**src/rtl/ifetch32.sv**
```systemverilog
// ifetch32 - instruction fetch stage feeding the decoder.
// Owns the fetch PC, drives a synchronous-read instruction memory and
// redirects on decoder branches with a single squashed bubble (ARM PC+8).
// Optional branch-with-link strobe is built when IFETCH_LINK_EN is defined.

`ifndef FULLW
`define FULLW 32
`endif

module ifetch32 #(
  parameter logic [`FULLW-1:0] RESET_PC = 32'h0000_0000
) (
  input  logic              clk,
  input  logic              rst_n,
  input  logic              stall,
  input  logic              ib,
  input  logic              bl,
  input  logic [`FULLW-1:0] bv,
  output logic [`FULLW-1:0] imem_addr,
  output logic              imem_en,
  input  logic [`FULLW-1:0] imem_rdata,
  output logic [`FULLW-1:0] iout,
  output logic [`FULLW-1:0] ipc,
  output logic              ispb,
  output logic              link_we,
  output logic [`FULLW-1:0] link_val
);

  typedef enum logic {
    S_FILL,
    S_RUN
  } state_e;

  state_e            state_q, state_d;
  logic [`FULLW-1:0] fpc_q, fpc_d;
  logic [`FULLW-1:0] ipc_q, ipc_d;
  logic              ispb_q, ispb_d;
  logic [`FULLW-1:0] br_target;

  // Branch target relative to the branch's own address plus 8; low bits forced to 0.
  assign br_target = (ipc_q + 32'd8 + bv) & 32'hFFFF_FFFC;

  // Next-state for the FSM and fetch registers; a stall holds everything.
  always_comb begin
    state_d = state_q;
    fpc_d   = fpc_q;
    ipc_d   = ipc_q;
    ispb_d  = ispb_q;
    if (!stall) begin
      unique case (state_q)
        S_FILL: begin
          ipc_d   = fpc_q;
          fpc_d   = fpc_q + 32'd4;
          state_d = S_RUN;
        end
        S_RUN: begin
          ipc_d  = fpc_q;
          ispb_d = ib;
          fpc_d  = ib ? br_target : (fpc_q + 32'd4);
        end
        default: state_d = S_FILL;
      endcase
    end
  end

  // Fetch state registers with asynchronous active-low reset.
  always_ff @(posedge clk or negedge rst_n) begin
    if (!rst_n) begin
      state_q <= S_FILL;
      fpc_q   <= RESET_PC;
      ipc_q   <= RESET_PC;
      ispb_q  <= 1'b0;
    end else begin
      state_q <= state_d;
      fpc_q   <= fpc_d;
      ipc_q   <= ipc_d;
      ispb_q  <= ispb_d;
    end
  end

  assign imem_addr = fpc_q;
  assign imem_en   = !stall;
  assign ipc       = ipc_q;
  assign ispb      = ispb_q;
  // The memory output is stale during FILL; an all-zero word is a decoder no-op.
  assign iout      = (state_q == S_FILL) ? '0 : imem_rdata;

`ifdef IFETCH_LINK_EN
  logic              link_we_q, link_we_d;
  logic [`FULLW-1:0] link_val_q, link_val_d;

  // One-cycle link strobe for a taken BL; held across stalls.
  always_comb begin
    link_we_d  = link_we_q;
    link_val_d = link_val_q;
    if (!stall) begin
      if (state_q == S_RUN && ib && bl) begin
        link_we_d  = 1'b1;
        link_val_d = ipc_q + 32'd4;
      end else begin
        link_we_d  = 1'b0;
        link_val_d = '0;
      end
    end
  end

  // Link strobe registers.
  always_ff @(posedge clk or negedge rst_n) begin
    if (!rst_n) begin
      link_we_q  <= 1'b0;
      link_val_q <= '0;
    end else begin
      link_we_q  <= link_we_d;
      link_val_q <= link_val_d;
    end
  end

  assign link_we  = link_we_q;
  assign link_val = link_val_q;
`else
  logic unused_bl;
  assign unused_bl = bl;
  assign link_we   = 1'b0;
  assign link_val  = '0;
`endif

endmodule

```
**config.mk**
```make
export PLATFORM = sky130hd
export DESIGN_NAME = ifetch32
export DESIGN_NICKNAME = d
export VERILOG_FILES = /design/src/rtl/ifetch32.sv
export SDC_FILE = /design/constraint.sdc
export NUM_CORES = 1
export LEC_CHECK = 0
export CAP_MARGIN = 30
export CORE_MARGIN = 3
export CORE_UTILIZATION = 44
export DETAILED_ROUTE_END_ITERATION = 6
export DONT_BUFFER_PORTS = 1
export GPL_TIMING_DRIVEN = 0
export PLACE_DENSITY = 0.61
export SYNTH_ARGS = -nofsm -noshare
export SYNTH_HDL_FRONTEND = slang
export SYNTH_SLANG_ARGS = --single-unit
export TNS_END_PERCENT = 50
```
**constraint.sdc**
```tcl
create_clock -name clk -period 2.5 [get_ports clk]
set_input_delay 0.5 -clock clk [delete_from_list [all_inputs] [get_ports clk]]
set_output_delay 0.5 -clock clk [all_outputs]
set_load 0.03 [all_outputs]
```
# Word level (Yosys, flattened, before mapping)
# Index checks and enable logic that the tools add are counted.
[totals] register_bits=66 latch_bits=0 ram_bits=0 rom_bits=0 inputBits=69 out_inout_bits=131 wordCells=14 n_memories=0
[classes] addsub=3 multipliers=0 div=0 n_lt_le_gt_ge=0 n_eq_ne=0 shifts=0 n_mux=3 bitwise_logic=2 reduce_logical=2
[op_table] op="$mux 32" count=2
[op_table] op="$pmux 32 s2" count=1
[op_table] op="$add 32x3->32 const B" count=1
[op_table] op="$add 32x32->32" count=1
[op_table] op="$add 32x4->32 const B" count=1
[op_table] op="$not 1->1" count=2
[op_table] op="$reduce_and 2->1" count=1
[op_table] op="$logic_not 1->1" count=1

# Logic depth before layout (Yosys ltp)
# Gate-level depths: netlist of run 1.
[depth] ltp_word=4 ltp_mapped=12 ltp_nobuf=12

# Worst setup path before layout of run 1
# OpenSTA, ideal clock, no wires.
[synth_timing] path_kind="register to register" from="register ipc_q[15], in the netlist ipc[15]" to="register fpc_q[24], in the netlist imem_addr[24]" setup_ns=0.073 t_arrival_ns=2.611 t_required_ns=2.427 slack_ns=-0.184 stages_incl_launch_ff=11 n_path_buf=1 period_less_slack_ns=2.684 cell_sequence="dfrtp_1 > ha_1 > ha_1 > buf_6 > and3_4 > and3_4 > and2_2 > a221oi_4 > nor2_2 > mux2_4 > a21oi_2"
[synth_via] elab_chain_len=4
[synth_rtl] item="from (decl)" line_no="36" source="logic [`FULLW-1:0] ipc_q, ipc_d;"
[synth_rtl] item="from (signal assigned)" line_no="76" source="ipc_q <= ipc_d;"
[synth_rtl] item="$add 32x4->32" line_no="41" source="assign br_target = (ipc_q + 32'd8 + bv) & 32'hFFFF_FFFC;"
[synth_rtl] item="$add 32x32->32" line_no="41"
[synth_rtl] item="$mux 32" line_no="59" source="fpc_d = ib ? br_target : (fpc_q + 32'd4);"
[synth_rtl] item="$pmux 32 s2" line_no="50" source="unique case (state_q)"
[synth_rtl] item="to (signal assigned)" line_no="75" source="fpc_q <= fpc_d;"
[synth_rtl] item="to (decl)" line_no="35" source="logic [`FULLW-1:0] fpc_q, fpc_d;"
# Every way passes these cells.
# A chain may end at the register's enable or synchronous reset.

# Worst setup path in the final report of run 1
[layout_timing] from="register ipc_q[14], in the netlist ipc[14]" to="register fpc_q[27], in the netlist imem_addr[27]"
# The elaborated chain is that of the path after synthesis.

==> impl_metrics.tcl, run 1 <==
set metrics [dict create \
    htree_levels 3 \
    track_usage_pct 24.9 \
    worst_hold_slack_ns 0.0349 \
    yosys-top-cells-count "a21oi_1, dfrtp_1, ha_1" \
    grt_pass1_vias 4796 \
    violations "negative setup slack" \
    rsz0062_at_grt "yes" \
    worst-setup-path-type "reg -> reg" \
    place.gp.congestion 0.875 \
    finalHoldViolCount 0 \
    drt-wirelength-per-cell_um 20.5 \
    numCtsBuffers 9 \
    die-area_sq_um 14000 \
    avgSynthCellArea_sq_um 8.70 \
    area_delta_synth_final_pct 29.0 \
    grt_overflow 0 \
    p_sw_mw 5.36 \
    clkLatencyLatePin_ns 0.34 \
    clock_path_buffers 2 \
    via_per_inst 5.83 \
    synth_edf_count 0 \
    core_sq_um 12200 \
    outcome "finished, violations left" \
    cts_tree "done" \
    min_period_ns 2.64 \
    utilization_pct 58.7 \
    ir_drop_uv 671 \
    ys_seq_area_share_pct 28.0 \
    end_kind "flop" \
    io_pins 200 \
    nets 827 \
    dr.pass1.iters 7 \
    regToRegEndpoint "imem_addr[27]" \
    synthArstFlopShare_pct 100 \
    postPlaceCellArea_sq_um 6090 \
    grt_max_degree 63 \
    pre_cts_ws_ns -0.378 \
    yosysWarnings 0 \
    die_w_um 118 \
    worstRegToRegCells 9 \
    grt_first_pass_wirelength_mm 27.5 \
    path_max_fanout 7 \
    final.setup.worst_slack_ns -0.142 \
    seq_power_share_pct 30.1 \
    total_power_mw 10.8 \
    finalCritPeriodShare_pct 106 \
    drt_iter0_markers 348 \
    antenna_found_initial 0 \
    p_per_area_nw_per_um2 1510 \
    post-dp-hpwl_mm 13.1 \
    drive_above_1_share_pct 33.4 \
    tightest_slew_ns 0.939 \
    fillerInstances 1065 \
    maxSlewViolCount 0 \
    swShare_pct 49.9 \
    worstPathRequired_ns 2.73 \
    die_h_um 118 \
    reg2reg_from "ipc[14]" \
    slowest_delay_ns 0.50 \
    clock-root-buffer "clkbuf_16" \
    setup_viol 10 \
    start_util_pct 45.5 \
    synth.top_cell.area_share_pct 28.0 \
    cp_slowest_cell "dfrtp_2" \
    crit_chain "ha_4, ha_4, and3_4, and3_4, nand4_4, o211ai_4, and2b_4, mux2i_2, a221o_1" \
    synth_area_leaders "dfrtp_1, ha_1, a21oi_1, mux2_2, buf_4" \
    leakagePower_nw 2.93 \
    slew_headroom_pct 37.4 \
    reg2reg_slack_ns -0.14 \
    skew_ns 0.00783 \
    dpl.cell_count 841 \
    yosysTopAreaCell "dfrtp_1" \
    timing.fmax_mhz 378 \
    cap_violations 0 \
    clock-sinks 62 \
    drc 0 \
    diodes 0 \
    finalSetupTns_ns -0.980 \
    wirelength_mm 17.8 \
    synth_cell_types 74 \
    ant_nets 0 \
    intPower_mw 5.40 \
    synth_cells 636 \
    hold_path.class "in -> async" \
    cp-start-kind "flop" \
    ys_ff_latch 62 \
    num_vias 5083 \
    syn_area_sq_um 5540 \
    yosysMostFrequentCell "a21oi_1" \
    cp_data_arrival_time_ns 2.87 \
    path_clk_slew_ns 0.06 \
    ys.flop_type "dfrtp_1" \
    layout.cells.non_filler 872 \
    fp-row-count 40 \
    port_buffers 0 \
    final_area_sq_um 7140 \
    clkPwrFrac_pct 12.6 \
    combPwrFrac_pct 57.3 \
]
## worst max-delay path by stage
| stage | startpoint | end | slack [ns] | cells past startpoint |
|---|---|---|---|---|
| 6_report | ipc[14] | imem_addr[27] | -0.14 | 9 |
| 4_1_cts | ipc[15] | imem_addr[21] | -0.17 | 12 |
| 2_1_floorplan | bv[25] | imem_addr[31] | -0.02 | 11 |
| 5_1_grt | ipc[14] | imem_addr[21] | -0.21 | 11 |
| 3_5_place_dp | ipc[22] | imem_addr[31] | -0.38 | 11 |
| 3_3_place_gp | ipc[22] | imem_addr[31] | -0.36 | 11 |
## routing by layer
layer,track usage [%],routed length [um]
met3,6.03,1410
met4,8.64,365
met1,31.1,7250
met2,42.1,8810
met5,0,0
## timing repair
action / in CTS / in global routing
setup buffers: 15 / 5
endpoints found under the hold margin: 62 / 0
hold buffers: 1 / 0
gates resized for setup: 50 / 48
setup endpoints to repair: 20 / 20
pin swaps: 21 / 39
## registers in the layout, summed over array words and instances (netlist names)
register   count
imem_addr     30
state_q        1
ipc           30
ispb           1
## critical path, delay by kind of cell, from the launching register on
| family | cells | cell delay (ns) |
|---|---|---|
| compound gates | 2 | 0.63 |
| fa+ha+maj | 2 | 0.56 |
| simple gates | 4 | 0.75 |
| flops | 1 | 0.50 |
| mux | 1 | 0.07 |
## layout make-up
class	instances	area (sq um)	share of cell area, %
plain buffers	62	394	5.52
clock inverters	3	40.0	0.561
well taps	168	210	2.94
flip-flops and latches	62	1590	22.2
repair buffers	21	185	2.59
clock buffers	13	280	3.93
inverters	13	48.8	0.683
multi-input cells	530	4400	61.6
## kinds of logic (layout without fill, tap and decap cells)
family / count (synthesis) / count (layout) / share of synthesized area, %
AND/OR/NAND/NOR: 208 / 208 / 20.3
AO/OA/AOI/OAI: 173 / 173 / 20.2
buffers and inverters: 81 / 112 / 8.54
flip-flops: 62 / 62 / 28.0
adder cells (fa/ha/maj): 59 / 59 / 13.3
multiplexers: 29 / 29 / 5.94
XOR/XNOR: 23 / 23 / 3.64
other: 1 / 38 / 0.0677
## power by group through the flow
stage	registers [mW]	logic, mW	clock network (mW)
floorplan	2.90	3.92	0
global placement	3.18	4.70	0
detailed placement	3.21	4.74	0
CTS	3.22	5.59	1.38
global route	3.34	6.74	1.42
finish	3.24	6.17	1.36
## cell usage in the layout (no fill, tap or decap), types with 10 or more instances in the layout
master,synthesis,routed
nand2_1,44,43
a21oi_1,63,53
conb_1,1,38
mux2_2,27,27
clkbuf_1,22,17
dfrtp_2,0,27
and2_1,36,36
a21o_1,18,16
nand4_1,13,13
buf_4,38,56
dfrtp_1,62,35
ha_1,59,18
xnor2_1,15,14
ha_4,0,37
nor2_1,42,41
a21oi_2,1,10
nand3_1,26,24
inv_1,12,10
o21ai_0,34,29
No activity file was read; power rests on OpenSTA's default activity.
==> run 2, diff against run 1 <==
CTS_CLUSTER_SIZE = 10   (was default)
PLACE_DENSITY = 0.59   (was 0.61)
clock period = 2.9 ns   (was 2.5 ns; I/O delays follow)
==> run 2 against run 1 <==
The flow now finishes without violations. Die area stayed put. Combinational power is 31% lower. Sequential power is 16% lower. Hold slack better by 0.090 ns. Cell count is 0.92% lower. Clock power is 21% lower. Clock skew hardly changed. Setup slack better by 0.22 ns. Register-to-register slack better by 0.22 ns. Wire length is 4.8% lower. Global-route usage is 0.96 points lower. Design area is 10% lower. Critical endpoint is now imem_addr[24].
==> impl_metrics.tcl, run 2 (same netlist as run 1, synthesis figures left out) <==
set metrics [dict create \
    outcome "finished clean" \
    grt_overflow 0 \
    start_util_pct 45.5 \
    final_common_cell "a21oi_1" \
    clock-root-buffer "clkbuf_16" \
    cts_tree "done" \
    timing.fmax_mhz 354 \
    die_h_um 118 \
    die-area_sq_um 14000 \
    drt-wirelength-per-cell_um 19.6 \
    combPwrFrac_pct 52.8 \
    nets 819 \
    place.gp.congestion 0.958 \
    worstRegToRegCells 11 \
    tightest_slew_ns 0.971 \
    seq_power_share_pct 33.8 \
    clkPwrFrac_pct 13.4 \
    final_area_sq_um 6430 \
    io_pins 200 \
    path_max_fanout 8 \
    reg2reg_from "ipc[13]" \
    hold_path.class "in -> async" \
    fillerInstances 1137 \
    numCtsBuffers 9 \
    drive_above_1_share_pct 21.9 \
    clock_path_buffers 2 \
    slew_headroom_pct 35.3 \
    finalCritPeriodShare_pct 97.4 \
    grt_pass1_vias 4857 \
    cp_data_arrival_time_ns 3.09 \
    track_usage_pct 24.0 \
    reg2reg_slack_ns 0.08 \
    wirelength_mm 17.0 \
    clock-sinks 62 \
    port_buffers 0 \
    postPlaceCellArea_sq_um 5880 \
    finalHoldViolCount 0 \
    regToRegEndpoint "imem_addr[24]" \
    leakagePower_nw 2.83 \
    num_vias 5010 \
    drt_iter0_markers 311 \
    ant_nets 0 \
    htree_levels 3 \
    worst-setup-path-type "reg -> reg" \
    end_kind "flop" \
    cp-start-kind "flop" \
    grt_max_degree 63 \
    drc 0 \
    skew_ns 0.00817 \
    post-dp-hpwl_mm 12.9 \
    die_w_um 118 \
    ir_drop_uv 512 \
    p_per_area_nw_per_um2 1250 \
    dr.pass1.iters 4 \
    fp-row-count 40 \
    min_period_ns 2.82 \
    worst_hold_slack_ns 0.125 \
    clkLatencyLatePin_ns 0.34 \
    core_sq_um 12200 \
    cap_violations 0 \
    grt_first_pass_wirelength_mm 26.7 \
    mostFrequentLayoutCells "a21oi_1, ha_1, buf_4" \
    path_clk_slew_ns 0.06 \
    p_sw_mw 4.19 \
    swShare_pct 52.1 \
    intPower_mw 3.86 \
    area_delta_synth_final_pct 16.2 \
    rsz0062_at_grt "yes" \
    maxSlewViolCount 0 \
    worstPathRequired_ns 3.16 \
    antenna_found_initial 2 \
    finalSetupTns_ns 0 \
    via_per_inst 5.80 \
    setup_viol 0 \
]
==> run 2: worst max path at each step <==
stage	startpoint	endpoint	slack [ns]
after CTS	ipc[15]	imem_addr[27]	0.004
after global placement	bv[4]	imem_addr[18]	-0.15
after global routing	ipc[21]	imem_addr[28]	-0.03
after floorplan	bv[15]	imem_addr[24]	0.16
after detailed placement	bv[15]	imem_addr[26]	-0.11
final	ipc[13]	imem_addr[24]	0.08
==> run 2: critical path: stages, from the launching register on <==
cell      delay (ns)
dfrtp_2         0.49
ha_1            0.30
ha_1            0.30
buf_6           0.15
a21o_4          0.24
a21o_1          0.19
a21oi_2         0.15
o21ai_2         0.08
a221oi_4        0.33
nor2_2          0.08
mux2_4          0.30
a21oi_2         0.12
==> run 2: routing by layer <==
metal  global-route usage [%]  wire length (um)  up-vias
li1                         -                 -     2367
met1                     30.7              7230     2404
met2                     39.4              8250      210
met3                     5.02              1140       29
met4                     9.82               353        0
met5                        0                 0        -
==> run 2: timing repair <==
item | 4_1_cts | 5_1_grt
hold endpoints to repair | 62 | 0
pin swaps | 3 | 9
setup buffers | 3 | 4
setup endpoints to repair | 11 | 15
resized for setup | 14 | 33
hold buffers | 1 | 0
==> run 2: through the flow <==
stage	worst slack, ns	total power, mW	cells	utilization [%]
finish	0.0767	8.05	864	52.9
global route	-0.0329	8.64	864	52.9
CTS	0.00356	7.74	859	51.5
detailed placement	-0.107	6.51	841	48.4
global placement	-0.153	6.45	841	48.4
floorplan	0.159	5.58	673	-
==> run 2: area by class of cell <==
type	count	area [sq um]	area share, %
diodes	2	5.00	0.0778
multi-input cells	530	3800	59.0
plain buffers	67	422	6.56
clock buffers	14	294	4.57
repair buffers	8	80.1	1.25
inverters	13	48.8	0.759
flip-flops and latches	62	1570	24.5
well taps	168	210	3.27
==> run 2: power groups by stage <==
stage | combinational, mW | clock [mW] | sequential (mW)
6_report | 4.25 | 1.08 | 2.72
4_1_cts | 3.94 | 1.09 | 2.71
3_3_place_gp | 3.76 | 0 | 2.69
3_5_place_dp | 3.80 | 0 | 2.71
2_1_floorplan | 3.12 | 0 | 2.46
5_1_grt | 4.72 | 1.13 | 2.80
==> run 3, diff against run 2 <==
CORE_ASPECT_RATIO = 2   (was default)
==> run 3 against run 2 <==
Critical path depth fell by 1. Setup slack got worse by 0.0087 ns. Wire length rose by 3.9%. Sequential share of layout area fell by 0.28 points. Design area rose by 1.2%. Global-route usage rose by 0.32 points. First-iteration DRC count fell by 15%. Flip-flop and latch count did not move. Sequential power barely moved. Highest routed layer unchanged.
==> impl_metrics.tcl, run 3 (same netlist as run 1, synthesis figures left out) <==
set metrics [dict create \
    numCtsBuffers 9 \
    maxSlewViolCount 0 \
    clkLatencyLatePin_ns 0.33 \
    drt_iter0_markers 264 \
    total_power_mw 8.35 \
    worst-setup-path-type "reg -> reg" \
    num_vias 5055 \
    start_util_pct 45.4 \
    antenna_found_initial 0 \
    finalSetupTns_ns 0 \
    setup_viol 0 \
    tightest_slew_ns 0.943 \
    clock_path_buffers 2 \
    place.gp.congestion 0.878 \
    mostFrequentLayoutCells "a21oi_1, buf_4, nand2_1" \
    min_period_ns 2.83 \
    cp-start-kind "flop" \
    post-dp-hpwl_mm 13.9 \
    nets 818 \
    port_buffers 0 \
    p_per_area_nw_per_um2 1280 \
    fp-row-count 57 \
    clock-sinks 62 \
    skew_ns 0.00760 \
    seqCellArea_sq_um 1580 \
    finalHoldViolCount 0 \
    die_w_um 85.3 \
    diodes 0 \
    final.setup.worst_slack_ns 0.0680 \
    slew_headroom_pct 37.2 \
    dpl.cell_count 820 \
    core_sq_um 12200 \
    die_h_um 165 \
    worstPathRequired_ns 3.16 \
    grt_overflow 0 \
    cap_violations 0 \
    clock-root-buffer "clkbuf_16" \
    leakagePower_nw 2.83 \
    drt-wirelength-per-cell_um 20.9 \
    ir_drop_uv 641 \
    fillerInstances 1190 \
    layout.cells.non_filler 842 \
    wirelength_mm 17.6 \
    final_common_cell "a21oi_1" \
    outcome "finished clean" \
    ant_nets 0 \
    die-area_sq_um 14000 \
    multi_input_area_sq_um 3900 \
    dr.pass1.iters 5 \
    drc 0 \
    grt_max_degree 63 \
    cp_data_arrival_time_ns 3.09 \
    path_max_fanout 6 \
    pre_cts_ws_ns -0.246 \
    drive_above_1_share_pct 24.6 \
    area_delta_synth_final_pct 17.6 \
    end_kind "flop" \
    finalCritPeriodShare_pct 97.7 \
    htree_levels 3 \
    io_pins 200 \
    timing.fmax_mhz 353 \
    hold_path.class "in -> async" \
    via_per_inst 6.00 \
    cts_tree "done" \
    track_usage_pct 24.3 \
    path_clk_slew_ns 0.06 \
    grt_first_pass_wirelength_mm 26.2 \
    grt_pass1_vias 5017 \
    rsz0062_at_grt "yes" \
]
-- run 3: layer usage --
| metal | vias to the layer above | part of all wire (%) | track usage, % |
|---|---|---|---|
| met5 | - | 0 | 0 |
| met1 | 2421 | 33 | 22.8 |
| met4 | 0 | 4.8 | 14.2 |
| met3 | 46 | 5.6 | 3.79 |
| met2 | 242 | 57 | 47.7 |
| li1 | 2346 | - | - |
-- run 3: cell type report --
| type | instances | area share [%] |
|---|---|---|
| Buffer | 64 | 6.34 |
| Clock buffer | 9 | 3.46 |
| Clock inverter | 7 | 0.999 |
| Inverter | 13 | 0.750 |
| Multi-Input combinational cell | 530 | 60.0 |
| Sequential cell | 62 | 24.2 |
| Tap cell | 147 | 2.83 |
| Timing Repair Buffer | 10 | 1.46 |
-- run 3: power breakdown --
part,switching [mW],internal (mW),total (mW)
clock network,0.416,0.659,1.07
logic,2.50,2.04,4.54
registers,1.45,1.28,2.73
total,4.37,3.98,8.35
-- run 3: path summary, 6_finish.rpt --
check                            start       endpoint  slack [ns]  cells after the start
worst max register to register  ipc[6]  imem_addr[24]        0.07                     10
min in group clk                ipc[6]         ipc[6]        0.65                      2
worst max-delay path            ipc[6]  imem_addr[24]        0.07                     10
worst min register to register  ipc[6]         ipc[6]        0.65                      2
worst min-delay path             rst_n         ipc[3]        0.11                      1
max in group asynchronous        rst_n        ipc[17]        2.44                      1
-- run 3: what timing repair did --
| item | in CTS | in global routing |
|---|---|---|
| endpoints found under the setup margin | 13 | 16 |
| endpoints found under the hold margin | 62 | 0 |
| pin swaps | 5 | 12 |
| resized for setup | 18 | 48 |
| hold buffers | 1 | 0 |
| buffers inserted | 3 | 6 |
-- run 3: metrics by stage --
stage	cell area, sq um	utilization (%)	hold slack, ns
after floorplan	5670	-	0.284
after global placement	5860	48.0	0.287
after detailed placement	5860	48.0	0.287
after CTS	6240	51.2	0.133
after global routing	6510	53.4	0.131
final	6510	53.4	0.109
-- run 3: critical path, stage by stage, from the launching register on --
cell and delay [ns]:
dfrtp_2 0.48, ha_1 0.30, ha_1 0.40, nand3_1 0.13
nand2_1 0.09, a31oi_4 0.24, o21ai_4 0.13, a221oi_4 0.44
nor2_2 0.09, mux2_4 0.31, a21oi_2 0.13
